**config.mk**
```make
export PLATFORM = sky130hd
export DESIGN_NAME = fp_sqrt_iter
export DESIGN_NICKNAME = d
export VERILOG_FILES = /design/src/rtl/fp_sqrt_iter_pkg.sv /design/src/rtl/fp_sqrt_iter_core.sv /design/src/rtl/fp_sqrt_iter.sv
export SDC_FILE = /design/constraint.sdc
export NUM_CORES = 1
export LEC_CHECK = 0
export ABC_AREA = 0
export BUFFER_PORTS_ARGS = -buffer_cell sky130_fd_sc_hd__buf_2
export CAP_MARGIN = 10
export CORE_ASPECT_RATIO = 0.7
export CORE_UTILIZATION = 65
export CTS_BUF_LIST = sky130_fd_sc_hd__clkbuf_8
export CTS_CLUSTER_DIAMETER = 40
export DETAILED_ROUTE_END_ITERATION = 7
export PLACE_DENSITY_LB_ADDON = 0.05
export SLEW_MARGIN = 20
export SYNTH_ARGS = -nofsm -noshare
export SYNTH_HDL_FRONTEND = slang
export SYNTH_HIERARCHICAL = 1
export SYNTH_SLANG_ARGS = --single-unit
```
**constraint.sdc**
```tcl
create_clock -name clk -period 7.35 [get_ports clk]
set_input_delay 0.735 -clock clk [delete_from_list [all_inputs] [get_ports clk]]
set_output_delay 0.735 -clock clk [all_outputs]
set_load 0.02 [all_outputs]
```
**src/rtl/fp_sqrt_iter_pkg.sv**
```systemverilog
// Shared definitions for the iterative IEEE-754 square-root unit:
// controller states, flag bit positions and format helper functions.
package fp_sqrt_iter_pkg;

   // Flag vector layout: {invalid, inexact, denorm_flushed}
   localparam int FLAGS_W      = 3;
   localparam int FLAG_INVALID = 2;
   localparam int FLAG_INEXACT = 1;
   localparam int FLAG_DENORM  = 0;

   typedef enum logic [2:0] {
      ST_IDLE   = 3'd0,
      ST_UNPACK = 3'd1,
      ST_CALC   = 3'd2,
      ST_ROUND  = 3'd3,
      ST_DONE   = 3'd4
   } state_e;

   // Exponent bias for a given exponent field width.
   function automatic int bias_of(input int exp_w);
      return (1 << (exp_w - 1)) - 1;
   endfunction

   // Canonical quiet NaN {0, all-ones exponent, 1, 0...}, right-aligned in 64 bits.
   function automatic logic [63:0] qnan_word(input int exp_w, input int man_w);
      logic [63:0] w;
      w = '0;
      for (int i = 0; i < exp_w; i++) begin
         w[man_w + i] = 1'b1;
      end
      w[man_w - 1] = 1'b1;
      return w;
   endfunction

endpackage

```
**src/rtl/fp_sqrt_iter_core.sv**
```systemverilog
// Restoring integer square-root datapath: one root bit per cycle.
// Loaded by start; steps while busy; done marks the cycle of the final step,
// after which root/rem hold the finished result until the next start.
module fp_sqrt_iter_core #(
   parameter int ROOT_W = 25
) (
   input  logic                  clk,
   input  logic                  rst_n,
   input  logic                  start,
   input  logic [2*ROOT_W-1:0]   radicand,
   output logic                  done,
   output logic [ROOT_W-2:0]     root_low,
   output logic [ROOT_W+1:0]     rem
);

   localparam int RAD_W = 2 * ROOT_W;
   localparam int REM_W = ROOT_W + 2;
   localparam int CNT_W = $clog2(ROOT_W);

   logic [RAD_W-1:0]  rad_q,  rad_d;
   logic [REM_W-1:0]  rem_q,  rem_d;
   logic [ROOT_W-1:0] root_q, root_d;
   logic [CNT_W-1:0]  cnt_q,  cnt_d;
   logic              busy_q, busy_d;

   logic [REM_W+1:0]  shifted;
   logic              take;

   // One restoring step: bring down two radicand bits, compare with (root<<2|1).
   always_comb begin
      rad_d   = rad_q;
      rem_d   = rem_q;
      root_d  = root_q;
      cnt_d   = cnt_q;
      busy_d  = busy_q;
      shifted = {rem_q, rad_q[RAD_W-1 -: 2]};
      take    = (shifted >= {2'b00, root_q, 2'b01});
      if (start) begin
         rad_d  = radicand;
         rem_d  = '0;
         root_d = '0;
         cnt_d  = CNT_W'(ROOT_W - 1);
         busy_d = 1'b1;
      end else if (busy_q) begin
         rad_d  = rad_q << 2;
         rem_d  = take ? REM_W'(shifted - {2'b00, root_q, 2'b01}) : REM_W'(shifted);
         root_d = {root_q[ROOT_W-2:0], take};
         if (cnt_q == '0) begin
            busy_d = 1'b0;
         end else begin
            cnt_d = cnt_q - CNT_W'(1);
         end
      end
   end

   // Datapath registers.
   always_ff @(posedge clk or negedge rst_n) begin
      if (!rst_n) begin
         rad_q  <= '0;
         rem_q  <= '0;
         root_q <= '0;
         cnt_q  <= '0;
         busy_q <= 1'b0;
      end else begin
         rad_q  <= rad_d;
         rem_q  <= rem_d;
         root_q <= root_d;
         cnt_q  <= cnt_d;
         busy_q <= busy_d;
      end
   end

   // The leading root bit is always 1 for a normalised radicand, so only the rest leaves.
   always_comb begin
      done     = busy_q && (cnt_q == '0);
      root_low = root_q[ROOT_W-2:0];
      rem      = rem_q;
   end

endmodule

```
**src/rtl/fp_sqrt_iter.sv**
```systemverilog
// IEEE-754 square root with valid/ready handshakes and RNE rounding.
// Handshake: a transfer happens on a rising edge where valid and ready are both 1;
// in_ready is high only when idle, out_valid holds the result until out_ready.
module fp_sqrt_iter
   import fp_sqrt_iter_pkg::*;
#(
   parameter int EXP_W = 8,
   parameter int MAN_W = 23
) (
   input  logic                 clk,
   input  logic                 rst_n,
   input  logic                 in_valid,
   output logic                 in_ready,
   input  logic [EXP_W+MAN_W:0] in_a,
   output logic                 out_valid,
   input  logic                 out_ready,
   output logic [EXP_W+MAN_W:0] out_q,
   output logic [FLAGS_W-1:0]   out_flags
);

   localparam int W      = 1 + EXP_W + MAN_W;
   localparam int ROOT_W = MAN_W + 2;
   localparam int RAD_W  = 2 * ROOT_W;
   localparam int XE_W   = EXP_W + 2;
   localparam logic signed [XE_W-1:0] BIAS_X   = XE_W'(bias_of(EXP_W));
   localparam logic signed [XE_W-1:0] ONE_X    = XE_W'(1);
   localparam logic [EXP_W-1:0]       EXP_ONES = '1;
   localparam logic [W-1:0]           QNAN     = W'(qnan_word(EXP_W, MAN_W));

   state_e             state_q, state_d;
   logic [W-1:0]       a_q, a_d;
   logic               special_q, special_d;
   logic [W-1:0]       spec_res_q, spec_res_d;
   logic [FLAGS_W-1:0] spec_flags_q, spec_flags_d;
   logic [EXP_W-1:0]   root_exp_q, root_exp_d;
   logic [W-1:0]       out_q_q, out_q_d;
   logic [FLAGS_W-1:0] out_flags_q, out_flags_d;

   logic               core_start, core_done;
   logic [ROOT_W-2:0]  core_root;
   logic [ROOT_W+1:0]  core_rem;

   logic                   a_sign;
   logic [EXP_W-1:0]       a_exp;
   logic [MAN_W-1:0]       a_frac;
   logic                   is_zero, is_denorm, is_inf, is_nan;
   logic signed [XE_W-1:0] e_unb, e_even;
   logic [RAD_W-1:0]       radicand;
   logic                   spec_hit;
   logic [W-1:0]           spec_val;
   logic [FLAGS_W-1:0]     spec_flg;

   logic                   guard, sticky, rnd_inc, rnd_carry;
   logic [MAN_W-1:0]       rnd_frac;
   logic [EXP_W-1:0]       rnd_exp;
   logic [W-1:0]           rnd_res;
   logic [FLAGS_W-1:0]     rnd_flags;

   fp_sqrt_iter_core #(.ROOT_W(ROOT_W)) u_core (
      .clk      (clk),
      .rst_n    (rst_n),
      .start    (core_start),
      .radicand (radicand),
      .done     (core_done),
      .root_low (core_root),
      .rem      (core_rem)
   );

   // Unpack and classify the latched operand; odd exponents move one bit into the radicand.
   always_comb begin
      a_sign    = a_q[W-1];
      a_exp     = a_q[W-2 -: EXP_W];
      a_frac    = a_q[MAN_W-1:0];
      is_zero   = (a_exp == '0) && (a_frac == '0);
      is_denorm = (a_exp == '0) && (a_frac != '0);
      is_inf    = (a_exp == EXP_ONES) && (a_frac == '0);
      is_nan    = (a_exp == EXP_ONES) && (a_frac != '0);
      e_unb     = $signed({2'b00, a_exp}) - BIAS_X;
      e_even    = e_unb[0] ? (e_unb - ONE_X) : e_unb;
      radicand  = e_unb[0] ? {1'b1, a_frac, 1'b0, {ROOT_W{1'b0}}}
                           : {2'b01, a_frac, {ROOT_W{1'b0}}};
      spec_hit  = 1'b1;
      spec_val  = '0;
      spec_flg  = '0;
      if (is_nan) begin
         spec_val               = QNAN;
         spec_flg[FLAG_INVALID] = 1'b1;
      end else if (is_zero) begin
         spec_val = {a_sign, {(W-1){1'b0}}};
      end else if (is_denorm) begin
         spec_val              = {a_sign, {(W-1){1'b0}}};
         spec_flg[FLAG_DENORM] = 1'b1;
      end else if (a_sign) begin
         spec_val               = QNAN;
         spec_flg[FLAG_INVALID] = 1'b1;
      end else if (is_inf) begin
         spec_val = a_q;
      end else begin
         spec_hit = 1'b0;
      end
   end

   // Round the finished root to nearest-even; a mantissa carry bumps the exponent.
   always_comb begin
      guard                  = core_root[0];
      sticky                 = |core_rem;
      rnd_inc                = guard & (sticky | core_root[1]);
      {rnd_carry, rnd_frac}  = {1'b0, core_root[MAN_W:1]} + {{MAN_W{1'b0}}, rnd_inc};
      rnd_exp                = root_exp_q + {{(EXP_W-1){1'b0}}, rnd_carry};
      rnd_res                = {1'b0, rnd_exp, rnd_frac};
      rnd_flags              = '0;
      rnd_flags[FLAG_INEXACT] = guard | sticky;
   end

   // Operand capture, special-case decision and result registration.
   always_comb begin
      a_d          = a_q;
      special_d    = special_q;
      spec_res_d   = spec_res_q;
      spec_flags_d = spec_flags_q;
      root_exp_d   = root_exp_q;
      out_q_d      = out_q_q;
      out_flags_d  = out_flags_q;
      if ((state_q == ST_IDLE) && in_valid) begin
         a_d = in_a;
      end
      if (state_q == ST_UNPACK) begin
         special_d    = spec_hit;
         spec_res_d   = spec_val;
         spec_flags_d = spec_flg;
         root_exp_d   = EXP_W'((e_even >>> 1) + BIAS_X);
      end
      if (state_q == ST_ROUND) begin
         out_q_d     = special_q ? spec_res_q   : rnd_res;
         out_flags_d = special_q ? spec_flags_q : rnd_flags;
      end
   end

   // Datapath registers.
   always_ff @(posedge clk or negedge rst_n) begin
      if (!rst_n) begin
         a_q          <= '0;
         special_q    <= 1'b0;
         spec_res_q   <= '0;
         spec_flags_q <= '0;
         root_exp_q   <= '0;
         out_q_q      <= '0;
         out_flags_q  <= '0;
      end else begin
         a_q          <= a_d;
         special_q    <= special_d;
         spec_res_q   <= spec_res_d;
         spec_flags_q <= spec_flags_d;
         root_exp_q   <= root_exp_d;
         out_q_q      <= out_q_d;
         out_flags_q  <= out_flags_d;
      end
   end

   // Controller state register.
   always_ff @(posedge clk or negedge rst_n) begin
      if (!rst_n) begin
         state_q <= ST_IDLE;
      end else begin
         state_q <= state_d;
      end
   end

   // Controller next state: specials also run through CALC so latency never varies.
   always_comb begin
      state_d = state_q;
      case (state_q)
         ST_IDLE:   if (in_valid)  state_d = ST_UNPACK;
         ST_UNPACK:                state_d = ST_CALC;
         ST_CALC:   if (core_done) state_d = ST_ROUND;
         ST_ROUND:                 state_d = ST_DONE;
         ST_DONE:   if (out_ready) state_d = ST_IDLE;
         default:                  state_d = ST_IDLE;
      endcase
   end

   // Controller outputs.
   always_comb begin
      in_ready   = (state_q == ST_IDLE);
      out_valid  = (state_q == ST_DONE);
      core_start = (state_q == ST_UNPACK);
      out_q      = out_q_q;
      out_flags  = out_flags_q;
   end

endmodule

```
# After elaboration in Yosys (flattened, before gate mapping)
# Index checks and enable logic that the tools add are counted.
dict set report word_totals {
  ff_bits 221
  output_inout_bits 37
  word_cells 86
}
dict set report op_classes {
  n_addsub 7
  n_lt_le_gt_ge 1
  n_eq_ne 9
  muxes 38
  n_bitwise 3
  reduce_logical 15
}
# op count
set op_table {}
lappend op_table {{$mux W50} 3}
lappend op_table {{$mux W32} 4}
lappend op_table {{$mux W27} 3}
lappend op_table {{$mux W31} 2}
lappend op_table {{$mux W25} 2}
lappend op_table {{$ge A29 B27 Y1} 1}
lappend op_table {{$reduce_or A27 Y1} 1}
lappend op_table {{$sub A27 B27 Y27} 1}
lappend op_table {{$add A23 B1 Y24} 1}
lappend op_table {{$logic_not A23 Y1} 1}
lappend op_table {{$reduce_bool A23 Y1} 1}
lappend op_table {{$mux W1} 15}
lappend op_table {{$mux W5} 3}
lappend op_table {{$pmux W3 S5} 1}
lappend op_table {{$mux W3} 4}
lappend op_table {{$mux W9} 1}
lappend op_table {{$sub A8 B7 Y9 const B} 1}
lappend op_table {{$sub A9 B2 Y9 const B} 1}
lappend op_table {{$add A8 B1 Y8} 1}
lappend op_table {{$add A8 B8 Y8 const B} 1}
lappend op_table {{$eq A8 B8 Y1 const B} 1}
lappend op_table {{$logic_not A8 Y1} 1}
lappend op_table {{$eq A3 B2 Y1 const B} 2}
lappend op_table {{$logic_and A1 B1 Y1} 6}
lappend op_table {{12 further kinds} 15}

# Depth between registers and ports, before layout
dict set report logic_depth {
  depth_word 7
  ltp_mapped 12
}

# Modules after synthesis
# Netlist, hierarchy kept.
# module instances cells_per_inst area_per_inst_um2 seq_area_each_um2
set modules_own_cells {}
lappend modules_own_cells {fp_sqrt_iter_core 1 717 6621.4 2702.6}
lappend modules_own_cells {fp_sqrt_iter 1 555 5696.7 2827.7}

# Least setup slack after synthesis
# Ideal clock, no wire load.
dict set report synth_timing {
  kind {register -> register}
  from {reg u_core.root_q[15]}
  to {reg u_core.rem_q[21], in the netlist u_core/rem[21]}
  t_arrival_ns 2.505
  slack_ns 4.725
  path_stages_with_launch 13
  path_buffers 2
  path_cell_list {dfrtp_1 -> inv_1 -> ha_1 -> clkbuf_1 -> nand2_1 -> nor3_2 -> nand2_1 -> o41ai_4 -> nor2_1 -> a21oi_4 -> buf_2 -> o22ai_1 -> a31o_2}
}
dict set report synth_between {
  elab_chain_len 4
  elab_cells_between_ends 5
  classes_between {add/sub (1); order compare (1); mux (3)}
}
# item line
set synth_rtl {}
lappend synth_rtl {{start: declaration} fp_sqrt_iter_core.sv:22} ;# logic [ROOT_W-1:0] root_q, root_d;
lappend synth_rtl {{start signal: assignment} fp_sqrt_iter_core.sv:67} ;# root_q <= root_d;
lappend synth_rtl {{$sub A27 B27 Y27 or $ge A29 B27 Y1 (tied branches)} {fp_sqrt_iter_core.sv:46, fp_sqrt_iter_core.sv:37}}
lappend synth_rtl {{$mux W27 *} fp_sqrt_iter_core.sv:46} ;# rem_d = take ? REM_W'(shifted - {2'b00, root_q, 2'b01}) : REM_W'(shifted);
lappend synth_rtl {{$mux W27 *} fp_sqrt_iter_core.sv:44} ;# end else if (busy_q) begin
lappend synth_rtl {{$mux W27 *} fp_sqrt_iter_core.sv:38} ;# if (start) begin
lappend synth_rtl {{end signal: assignment} fp_sqrt_iter_core.sv:66} ;# rem_q <= rem_d;
lappend synth_rtl {{end: declaration} fp_sqrt_iter_core.sv:21} ;# logic [REM_W-1:0] rem_q, rem_d;
# Every way passes the cells marked *; elsewhere a longest branch is shown, timed or not. The select of a mux whose other input is x is not followed.
# A chain may end at the register's enable or synchronous reset.

# Worst setup path in the final report
dict set report layout_timing {
  from {reg u_core.root_q[1]}
  to {reg u_core.rem_q[1], in the netlist u_core/rem[1]}
}
dict set report layout_between {
  elab_chain_len 4
}
# item line
set layout_rtl {}
lappend layout_rtl {{$ge A29 B27 Y1} fp_sqrt_iter_core.sv:37} ;# take = (shifted >= {2'b00, root_q, 2'b01});
lappend layout_rtl {{$mux W27} fp_sqrt_iter_core.sv:46}
lappend layout_rtl {{$mux W27} fp_sqrt_iter_core.sv:44}
lappend layout_rtl {{$mux W27} fp_sqrt_iter_core.sv:38}
# Every way passes these cells. The select of a mux whose other input is x is not followed.

==> impl_metrics.tcl <==
set metrics [dict create \
    seq_area_frac_synth 0.4490 \
    rsz0062_at_grt "no" \
    finalSetupTns_ns 0 \
    cp_num_buf_inv 2 \
    yosys.area_share.simple 0.1566 \
    clockBufferDepth 3 \
    power_frac_seq 0.326 \
    clkPwrFrac 0.159 \
    outcome "finished with violations" \
    die_h_um 117.2 \
    syn_avg_cell_area_um2 9.684 \
    synth.distinct_cells 73 \
    combinationalPowerShare 0.515 \
    cp.arrival_ns 3.89 \
    gr-max-usage-layer "met1" \
    yosys.area.top_type "dfrtp_1" \
    num_rows 41 \
    min_period_ns 3.497 \
    synth_common_cells "dfrtp_1, nand2_1, o21ai_0" \
    muxShareOfSynthArea 0.1345 \
    detailedPlace.worstSlack_ns 3.938 \
    cpPeakStageDelay_ns 0.44 \
    min_period_over_period 0.4757 \
    cts_tree "done" \
    io-pin-count 73 \
    critPathSlowestCell "dfrtp_1" \
    clkLatencyLatePin_ns 0.55 \
    leakagePower_nw 6.550 \
    grt_start_max_net_pins 128 \
    via_per_inst 5.805 \
    relSlewSlack 0.2895 \
    regArea_um2 5534 \
    htree_num_levels 2 \
    synth_top_family_by_area "simple AND/OR/NAND/NOR gates" \
    setup_viol 0 \
    use_met1 0.4416 \
    synth-async-reset-ratio 1.000 \
    slew_violations 0 \
    path_clk_slew_ns 0.06 \
    fp.dieW_um 166.5 \
    ir_drop_mv 0.2714 \
    fill_cells 1394 \
    synth_xor_area_frac 0.04266 \
    drc 4 \
    power_mw 7.083 \
    overflow 0 \
    drt_iter0_markers 881 \
    netlist.area_leader.share 0.4490 \
    synth_fa_ha_area_frac 0.03555 \
    worstSetupStartpointType "flip-flop" \
    grt_pass1_vias 8686 \
    drive_above_1_share 0.1536 \
    num_antenna_cells 0 \
    synth-edff-count 0 \
    path_max_fanout 22 \
    via_count 9195 \
    grt_pass1_wl_um 45130 \
    antenna_found_initial 1 \
    max_cap_viol_count 0 \
    final_nets 1392 \
    die_area_um2 19510 \
    switching_power_mw 3.118 \
    ys_ff_latch 221 \
    fmax_mhz 286.0 \
    clock_skew_ns 0.04864 \
    placed_cells 1516 \
    cts_buffers 39 \
    wirelength_um 27140 \
    cts_resized 0 \
    setup_ws_ns 3.853 \
    clockRootBuffer "clkbuf_8" \
    gp_congestion 0.9604 \
    met2_usage 0.4275 \
    worstMarginPinSlew_ns 1.066 \
    fin_util 0.7355 \
    synth_area_um2 12320 \
    place_hpwl_um 18270 \
    hold_viol 0 \
    yosysWarnings 6 \
    fin_cells 1584 \
    critical_path_required_ns 7.75 \
    synthTopCellsByArea "dfrtp_1, mux2i_1, mux2_2" \
    switching_share 0.4402 \
    io_buffers 72 \
    multiInputGateArea_um2 6198 \
    core_um2 18260 \
    dr.pass1.iters 7 \
    yosysMostFrequentCell "dfrtp_1" \
    met3_usage 0.06086 \
    syn-instance-count 1272 \
    grt_usage 0.2908 \
    cp_top_family "compound AO/OA/AOI/OAI gates" \
    crit_chain "inv_1, ha_1, o21ai_0, a22oi_1, a211oi_1, nor2_1, a211oi_2, a21oi_4, buf_4, nor4_1, a311o_1" \
    synth-compound-area-share 0.1263 \
    holdBufCountCts 0 \
    initial_utilization 0.6745 \
    synthToLayoutAreaGrowth_pct 9.040 \
    hold_path.class "in2async" \
    routedWlPerCell_um 17.14 \
    synthFlopType "dfrtp_1" \
    cell_internal_pwr_mw 3.965 \
    post_cts_buffers 0 \
    power_density_nw_per_um2 527.3 \
    crit_path_end_kind "flip-flop" \
    path_class "reg2reg" \
    cts.sinks 221 \
    violations "DRC" \
    ant_nets 0 \
]
metal layers:
layer  part of all wire  vias up  wire, µm
met4              0.012        2       335
met1               0.50     4388     13570
li1                   -     4511         -
met2               0.42      256     11470
met3              0.065       38      1756
met5            0.00041        -        11
power groups by stage:
stage | Sequential (mW) | Combinational [mW] | Clock, mW
2_1_floorplan | 2.14 | 2.99 | 0
3_3_place_gp | 2.30 | 3.52 | 0
3_5_place_dp | 2.32 | 3.59 | 0
4_1_cts | 2.30 | 3.61 | 1.15
5_1_grt | 2.38 | 4.05 | 1.21
6_report | 2.31 | 3.65 | 1.13
metrics by stage:
stage          area, µm²  hold WS [ns]
2_1_floorplan      12410        0.4391
3_3_place_gp       12660        0.4551
3_5_place_dp       12660        0.4643
4_1_cts            13430        0.1652
5_1_grt            13430        0.1918
6_report           13430        0.1712
cell type report:
type	count	area share
Inverter	48	0.01360
Timing Repair Buffer	82	0.03344
Clock inverter	21	0.009315
Sequential cell	221	0.4120
Multi-Input combinational cell	929	0.4615
Clock buffer	47	0.04816
Tap cell	236	0.02198
flip-flops by register name, indices dropped and copies added (netlist names), 2 cells and up:
register and flops:
u_core/rad_q 50, a_q 32, out_q 32, spec_res_q 32, u_core/rem 27, u_core/root_q 25
root_exp_q 8, u_core/cnt_q 5, out_flags 3, state_q 3, spec_flags_q 2
logic make-up (layout without fill, tap and decap cells):
logic type	count (synthesis)	in the layout
compound gates	250	250
xor+xnor	60	60
fa+ha+maj	35	35
buf+inv	146	198
flops	221	221
mux	159	159
other cells	1	25
simple gates	400	400
final timing paths:
| path | startpoint | endpoint | slack (ns) | depth (start not counted) |
|---|---|---|---|---|
| min in group clk | out_ready | state_q[2]$_DFFE_PN0P_ | 0.37 | 2 |
| worst min-delay path | rst_n | out_q[29]$_DFFE_PN0P_ | 0.17 | 1 |
| worst max-delay path | u_core/root_q[1]$_DFFE_PN0P_ | u_core/rem[1]$_DFFE_PN0P_ | 3.85 | 11 |
| worst min register to register | out_q[27]$_DFFE_PN0P_ | out_q[27]$_DFFE_PN0P_ | 0.47 | 2 |
| max in group asynchronous | rst_n | u_core/busy_q$_DFF_PN0_ | 5.81 | 2 |
| worst max register to register | u_core/root_q[1]$_DFFE_PN0P_ | u_core/rem[1]$_DFFE_PN0P_ | 3.85 | 11 |
layout by cell type, fill, tap and decap left out, types with 23 or more instances in the layout:
master    instances
clkbuf_8         47
a211oi_1         23
buf_2            71
o21ai_0         113
xnor2_1          45
and2_1           27
mux2_2           52
ha_1             35
nor2_1           91
nand3_1          24
inv_1            61
conb_1           25
a21oi_1          45
nand2_1         155
mux2i_1         107
dfrtp_1         220
(Power assumes the default switching activity.)
